File: config.mk
export PLATFORM = sky130hd
export DESIGN_NAME = seg_page_display_flat
export DESIGN_NICKNAME = d
export VERILOG_FILES = /design/src/rtl/seg_page_display_if.sv /design/src/rtl/seg_page_display.sv /design/src/flat_wrapper.sv
export SDC_FILE = /design/constraint.sdc
export NUM_CORES = 1
export LEC_CHECK = 0
export ABC_AREA = 1
export BUFFER_PORTS_ARGS = -buffer_cell sky130_fd_sc_hd__buf_2
export CAP_MARGIN = 20
export CORE_UTILIZATION = 44
export DETAILED_ROUTE_END_ITERATION = 12
export SLEW_MARGIN = 5
export SYNTH_ARGS = -nofsm -noshare
export SYNTH_HDL_FRONTEND = slang
export SYNTH_SLANG_ARGS = --single-unit
File: constraint.sdc
create_clock -name clk -period 3.3 [get_ports clk]
set_input_delay 0.66 -clock clk [delete_from_list [all_inputs] [get_ports clk]]
set_output_delay 0.66 -clock clk [all_outputs]
set_load 0.005 [all_outputs]
File: src/rtl/seg_page_display_if.sv
// Bundle of channel inputs, buttons and display outputs for the paged
// seven-segment scanner. The DUT sits on the slave side.
interface seg_page_display_if #(
  parameter int NUM_DIGITS = 4,
  parameter int NUM_CH     = 2,
  parameter int DATA_W     = 32
);
  localparam int NUM_PAGES = (DATA_W + 4 * NUM_DIGITS - 1) / (4 * NUM_DIGITS);
  localparam int CH_W      = (NUM_CH > 1) ? $clog2(NUM_CH) : 1;
  localparam int PG_W      = (NUM_PAGES > 1) ? $clog2(NUM_PAGES) : 1;

  logic [NUM_CH*DATA_W-1:0] ch_data;
  logic                     ch_btn;
  logic                     page_btn;
  logic                     blank_lz;
  logic [6:0]               seg_a2g;
  logic [NUM_DIGITS-1:0]    anode_drv;
  logic [CH_W-1:0]          ch_idx;
  logic [PG_W-1:0]          page_idx;

  modport master (
    output ch_data, ch_btn, page_btn, blank_lz,
    input  seg_a2g, anode_drv, ch_idx, page_idx
  );

  modport slave (
    input  ch_data, ch_btn, page_btn, blank_lz,
    output seg_a2g, anode_drv, ch_idx, page_idx
  );
endinterface

File: src/rtl/seg_page_display.sv
// Multiplexed seven-segment viewer: scans NUM_DIGITS digits over one page of
// a frame-coherent channel snapshot, with debounced channel/page buttons.
module seg_page_display #(
  parameter int NUM_DIGITS   = 4,
  parameter int NUM_CH       = 2,
  parameter int DATA_W       = 32,
  parameter int REFRESH_DIV  = 100000,
  parameter int DEBOUNCE_CYC = 500000
) (
  input logic               clk,
  input logic               reset,
  seg_page_display_if.slave bus
);
  localparam int NUM_PAGES = (DATA_W + 4 * NUM_DIGITS - 1) / (4 * NUM_DIGITS);
  localparam int CH_W      = (NUM_CH > 1) ? $clog2(NUM_CH) : 1;
  localparam int PG_W      = (NUM_PAGES > 1) ? $clog2(NUM_PAGES) : 1;
  localparam int DIG_W     = (NUM_DIGITS > 1) ? $clog2(NUM_DIGITS) : 1;
  localparam int PRE_W     = (REFRESH_DIV > 1) ? $clog2(REFRESH_DIV) : 1;
  localparam int DEB_W     = (DEBOUNCE_CYC > 1) ? $clog2(DEBOUNCE_CYC) : 1;
  localparam int PAD_W     = NUM_PAGES * NUM_DIGITS * 4;
  localparam int NIB_W     = (NUM_PAGES * NUM_DIGITS > 1) ? $clog2(NUM_PAGES * NUM_DIGITS) : 1;

  logic [PRE_W-1:0]      preCnt;
  logic [DIG_W-1:0]      digitIdx;
  logic [DATA_W-1:0]     snapshot;
  logic                  started;
  logic [CH_W-1:0]       chIdx;
  logic [PG_W-1:0]       pageIdx;
  logic [6:0]            segReg;
  logic [NUM_DIGITS-1:0] anodeReg;

  logic [1:0]            rawBtn;
  logic [1:0]            sync1;
  logic [1:0]            sync2;
  logic [1:0]            debLevel;
  logic [1:0]            stepPulse;
  logic [DEB_W-1:0]      debCnt [2];

  logic                  tick;
  logic                  lastDigit;
  logic                  loadSnap;
  logic [PAD_W-1:0]      padded;
  logic [NIB_W-1:0]      nibIdx;
  logic [3:0]            nibble;
  logic                  upperZero;
  logic                  blankNow;

  function automatic logic [6:0] hexToSeg(input logic [3:0] v);
    case (v)
      4'h0: hexToSeg = 7'h40;
      4'h1: hexToSeg = 7'h79;
      4'h2: hexToSeg = 7'h24;
      4'h3: hexToSeg = 7'h30;
      4'h4: hexToSeg = 7'h19;
      4'h5: hexToSeg = 7'h12;
      4'h6: hexToSeg = 7'h02;
      4'h7: hexToSeg = 7'h78;
      4'h8: hexToSeg = 7'h00;
      4'h9: hexToSeg = 7'h10;
      4'hA: hexToSeg = 7'h08;
      4'hB: hexToSeg = 7'h03;
      4'hC: hexToSeg = 7'h46;
      4'hD: hexToSeg = 7'h21;
      4'hE: hexToSeg = 7'h06;
      default: hexToSeg = 7'h0E;
    endcase
  endfunction

  assign rawBtn    = {bus.page_btn, bus.ch_btn};
  assign tick      = (preCnt == PRE_W'(REFRESH_DIV - 1));
  assign lastDigit = (digitIdx == DIG_W'(NUM_DIGITS - 1));
  // The very first edge after reset counts as a frame wrap so the display never shows stale zeros long.
  assign loadSnap  = !started || (tick && lastDigit);
  assign padded    = PAD_W'(snapshot);

  always_ff @(posedge clk or negedge reset) begin
    if (!reset) begin
      preCnt   <= '0;
      digitIdx <= '0;
      snapshot <= '0;
      started  <= 1'b0;
    end else begin
      started <= 1'b1;
      if (tick) begin
        preCnt   <= '0;
        digitIdx <= lastDigit ? '0 : digitIdx + 1'b1;
      end else begin
        preCnt <= preCnt + 1'b1;
      end
      if (loadSnap) snapshot <= bus.ch_data[chIdx*DATA_W +: DATA_W];
    end
  end

  // Index 0 is the channel button, index 1 the page button.
  always_ff @(posedge clk or negedge reset) begin
    if (!reset) begin
      sync1     <= '0;
      sync2     <= '0;
      debLevel  <= '0;
      stepPulse <= '0;
      for (int b = 0; b < 2; b++) debCnt[b] <= '0;
    end else begin
      sync1 <= rawBtn;
      sync2 <= sync1;
      for (int b = 0; b < 2; b++) begin
        stepPulse[b] <= 1'b0;
        if (sync2[b] != debLevel[b]) begin
          if (debCnt[b] == DEB_W'(DEBOUNCE_CYC - 1)) begin
            debLevel[b]  <= sync2[b];
            debCnt[b]    <= '0;
            stepPulse[b] <= sync2[b];
          end else begin
            debCnt[b] <= debCnt[b] + 1'b1;
          end
        end else begin
          debCnt[b] <= '0;
        end
      end
    end
  end

  always_ff @(posedge clk or negedge reset) begin
    if (!reset) begin
      chIdx   <= '0;
      pageIdx <= '0;
    end else if (stepPulse[0]) begin
      chIdx   <= (chIdx == CH_W'(NUM_CH - 1)) ? '0 : chIdx + 1'b1;
      pageIdx <= '0;
    end else if (stepPulse[1]) begin
      pageIdx <= (pageIdx == PG_W'(NUM_PAGES - 1)) ? '0 : pageIdx + 1'b1;
    end
  end

  always_comb begin
    nibIdx    = NIB_W'(pageIdx) * NIB_W'(NUM_DIGITS) + NIB_W'(digitIdx);
    nibble    = padded[{nibIdx, 2'b00} +: 4];
    upperZero = ((padded >> {nibIdx, 2'b00}) == '0);
    blankNow  = bus.blank_lz && (nibIdx != '0) && upperZero;
  end

  always_ff @(posedge clk or negedge reset) begin
    if (!reset) begin
      segReg   <= '1;
      anodeReg <= '1;
    end else if (blankNow) begin
      segReg   <= '1;
      anodeReg <= '1;
    end else begin
      segReg   <= hexToSeg(nibble);
      anodeReg <= ~(NUM_DIGITS'(1) << digitIdx);
    end
  end

  assign bus.seg_a2g   = segReg;
  assign bus.anode_drv = anodeReg;
  assign bus.ch_idx    = chIdx;
  assign bus.page_idx  = pageIdx;
endmodule

File: src/flat_wrapper.sv
// flat-port wrapper written by rule: the top's interface ports become plain ports
module seg_page_display_flat 
#(
  parameter int NUM_DIGITS   = 4,
  parameter int NUM_CH       = 2,
  parameter int DATA_W       = 32,
  parameter int REFRESH_DIV  = 100000,
  parameter int DEBOUNCE_CYC = 500000
)
  (clk, reset, bus_ch_data, bus_ch_btn, bus_page_btn, bus_blank_lz, bus_seg_a2g, bus_anode_drv, bus_ch_idx, bus_page_idx);
  seg_page_display_if #(.NUM_DIGITS(NUM_DIGITS), .NUM_CH(NUM_CH), .DATA_W(DATA_W)) bus_i ();
  input logic clk;
  input logic reset;
  input wire logic [$bits(bus_i.ch_data)-1:0] bus_ch_data;
  input wire logic [$bits(bus_i.ch_btn)-1:0] bus_ch_btn;
  input wire logic [$bits(bus_i.page_btn)-1:0] bus_page_btn;
  input wire logic [$bits(bus_i.blank_lz)-1:0] bus_blank_lz;
  output wire logic [$bits(bus_i.seg_a2g)-1:0] bus_seg_a2g;
  output wire logic [$bits(bus_i.anode_drv)-1:0] bus_anode_drv;
  output wire logic [$bits(bus_i.ch_idx)-1:0] bus_ch_idx;
  output wire logic [$bits(bus_i.page_idx)-1:0] bus_page_idx;
  assign bus_i.ch_data = bus_ch_data;
  assign bus_i.ch_btn = bus_ch_btn;
  assign bus_i.page_btn = bus_page_btn;
  assign bus_i.blank_lz = bus_blank_lz;
  assign bus_seg_a2g = bus_i.seg_a2g;
  assign bus_anode_drv = bus_i.anode_drv;
  assign bus_ch_idx = bus_i.ch_idx;
  assign bus_page_idx = bus_i.page_idx;
  seg_page_display #(.NUM_DIGITS(NUM_DIGITS), .NUM_CH(NUM_CH), .DATA_W(DATA_W), .REFRESH_DIV(REFRESH_DIV), .DEBOUNCE_CYC(DEBOUNCE_CYC)) u_core (.clk(clk), .reset(reset), .bus(bus_i));
endmodule
==> qor.yml <==
clock_tree:
  clockBufferDepth: 2
  tritoncts: "built"
  post_cts_resized: 0
  h-tree-depth: 3
  clk_latency_ns: 0.36
  post-cts-setup-buffers: 0
  cts-buffers-inserted: 9
  hold_buffers: 0
  clk_pin_slew_ns: 0.07
  clkSinkCount: 111
  clk_root_buffer_cell: "clkbuf_16"
floorplan:
  die_x_um: 122
  start_util_pct: 45.5
  dieArea_um2: 14900
  io_pins: 82
  die_y_um: 122
  core_um2: 14000
  num_rows: 43
grt:
  antenna_found_initial: 0
  grt_pass1_wl_um: 24200
  gr-total-overflow: 0
  grtUsageTotal_pct: 20.7
  grt_max_degree: 71
  first_global_vias: 5259
power_and_ir_drop:
  seq_power_share_pct: 51.4
  peakVddDrop_uv: 269
  p_switching_uw: 703
  internal_power_mw: 2.14
  p_comb_share_pct: 10.5
  power_density_nw_per_um2: 393
  power_frac_clock_pct: 38.1
  leakage_nw: 3.72
  switching_share_pct: 24.7
setup_path:
  path_max_fanout: 28
  ff2ff_setup_slack_ns: 0.58
  worstPathArrival_ns: 2.98
  worstRegToRegCells: 15
  crit_type: "register to register"
  end_kind: "register"
  regToRegStartpoint: "u_core.digitIdx[0]"
  startpoint_type: "register"
  cp.required_ns: 3.57
  r2r_end: "u_core.bus.seg_a2g[3]"
  crit_path_start: "u_core.digitIdx[0]"
sta:
  rsz0062_at_grt: "false"
  holdWs_ns: 0.350
  tightestPinTransition_ns: 0.938
  slew_headroom_pct: 37.5
  setup_tns_ns: 0
  setup_ws_ns: 0.582
  post-route-period-util_pct: 82.4
  finalHoldViolations: 0
  setup_viol: 0
  clock_skew_ns: 0.0107
  min_period_ns: 2.72
  drv_slew: 0
  max_freq_mhz: 368
hold_path:
  min_path_type: "register to register"
  hold_path_depth: 0
  holdPathEnd: "u_core.sync2[0]"
  min_from: "u_core.sync1[0]"
placed_design:
  port_buffers: 81
  post-dp-hpwl_um: 10700
  gp_congestion: 0.930
  place_ws_ns: 0.621
yosys:
  avgSynthCellArea_um2: 7.76
  synth-seq-cells: 111
  synthCells: 820
  syn_area_um2: 6360
  synth_flop_cell: "dfrtp_1"
  synthArstFlopShare_pct: 100
  synth_edf_count: 0
  synth_nets: 902
  synth_warnings: 0
  ys_seq_area_share_pct: 43.9
  synth_cell_type_count: 43
run:
  maxCapViolations: 0
final_layout:
  nFillCells: 1357
  area_delta_synth_final_pct: 13.7
  final_layout_size_suffix_gt1_share_pct: 17.7
  layout_commonest_cell: "nand2_1"
  fin_nets: 980
  diodes: 0
  layout_common_cells: "nand2_1 (242), dfrtp_1 (100), inv_1 (86)"
routing:
  avgViaCountPerCell: 5.11
  drc: 0
  wl_per_cell_um: 13.3
  drt-pass1-iter-count: 5
  wl_um: 14400
  antenna_left: 0
  drt_iter0_markers: 233
  vias: 5529
outcome:
  status: "finished, final reports clean"
[cells in the mapped netlist, types with 3 or more instances]
| library cell | instances | area, um^2 |
|---|---|---|
| ha_1 | 13 | 163 |
| clkbuf_1 | 7 | 26.3 |
| mux2_2 | 32 | 360 |
| nand2_1 | 242 | 908 |
| a21oi_1 | 21 | 105 |
| nor3_1 | 20 | 100 |
| nand4_1 | 24 | 150 |
| buf_6 | 3 | 33.8 |
| inv_1 | 86 | 323 |
| nand3b_1 | 5 | 37.5 |
| xor2_1 | 18 | 158 |
| nand3_1 | 71 | 355 |
| dfstp_2 | 11 | 289 |
| dfrtp_1 | 100 | 2500 |
| xnor2_1 | 5 | 43.8 |
| or2_2 | 3 | 18.8 |
| o21ai_0 | 34 | 170 |
| nor4_1 | 3 | 18.8 |
| buf_2 | 10 | 50.1 |
| nor2_1 | 80 | 300 |
[cell type report]
class / instances / area (um^2) / share of cell area (%)
inverter: 89 / 337 / 4.65
sequential: 111 / 2790 / 38.6
timing repair buffer: 89 / 480 / 6.64
clock buffer: 11 / 233 / 3.22
tap: 180 / 225 / 3.11
multi-input combinational: 598 / 3110 / 43.0
clock inverter: 5 / 57.6 / 0.796
[metal layers]
layer | routed length, um | track usage (%)
met5 | 0 | 0
met4 | 231 | 7.09
met3 | 614 | 3.53
met2 | 6950 | 34.6
met1 | 6620 | 27.0
[cells by family (layout without fill, tap and decap cells)]
family                   after synthesis  count (layout)  synth area share (%)
flip-flops                           111             111                  43.9
multiplexers                          32              32                  5.66
XOR/XNOR                              23              23                  3.17
AND/OR/NAND/NOR                      461             461                  31.6
buffers and inverters                111             194                  7.26
other                                  1               1                0.0589
AO/OA/AOI/OAI                         68              68                  5.88
adder cells (fa/ha/maj)               13              13                  2.56
[how the worst max path moves through the flow]
stage | end | cells after the start
after floorplan | u_core.bus.anode_drv[0] | 17
after global placement | u_core.bus.seg_a2g[6] | 15
after detailed placement | u_core.bus.seg_a2g[3] | 15
after CTS | u_core.bus.seg_a2g[3] | 15
after global routing | u_core.bus.seg_a2g[3] | 15
final | u_core.bus.seg_a2g[3] | 15
[power by group through the flow]
stage / sequential [mW] / combinational [mW] / clock, mW
floorplan: 1.48 / 0.178 / 0
global placement: 1.48 / 0.295 / 0
detailed placement: 1.49 / 0.302 / 0
CTS: 1.46 / 0.304 / 1.12
global route: 1.47 / 0.349 / 1.17
finish: 1.46 / 0.299 / 1.08
[state kept, by name (all words and copies together) (netlist names)]
name,flops
u_core.digitIdx,2
u_core.bus.page_idx,1
u_core.preCnt,17
u_core.sync2,2
u_core.debCnt,38
u_core.bus.ch_idx,1
u_core.debLevel,2
u_core.stepPulse,2
u_core.padded,32
u_core.started,1
u_core.sync1,2
u_core.bus.seg_a2g,7
u_core.bus.anode_drv,4
[critical path, cell delays in order (launching register included)]
cell and delay, ns:
dfrtp_1 0.65, inv_4 0.22, nand2_1 0.10, nand2_1 0.06, nand2_1 0.06, nand2_1 0.08, o21ai_1 0.38, inv_1 0.16
ha_1 0.23, nand2_1 0.07, a21oi_1 0.03, o21ai_0 0.07, nand3b_1 0.12, nor2_1 0.05, nand2_1 0.23, nand2_1 0.10
[metrics by stage]
step	std cells	utilization (%)	total power [mW]	instance area, um^2
final	1083	51.7	2.84	7230
after global routing	1083	51.7	2.98	7230
after CTS	1083	51.7	2.88	7230
after detailed placement	1067	49.6	1.79	6940
after global placement	1067	49.6	1.78	6940
after floorplan	820	-	1.66	6360
Note: power is estimated with default switching activity, not from simulation.
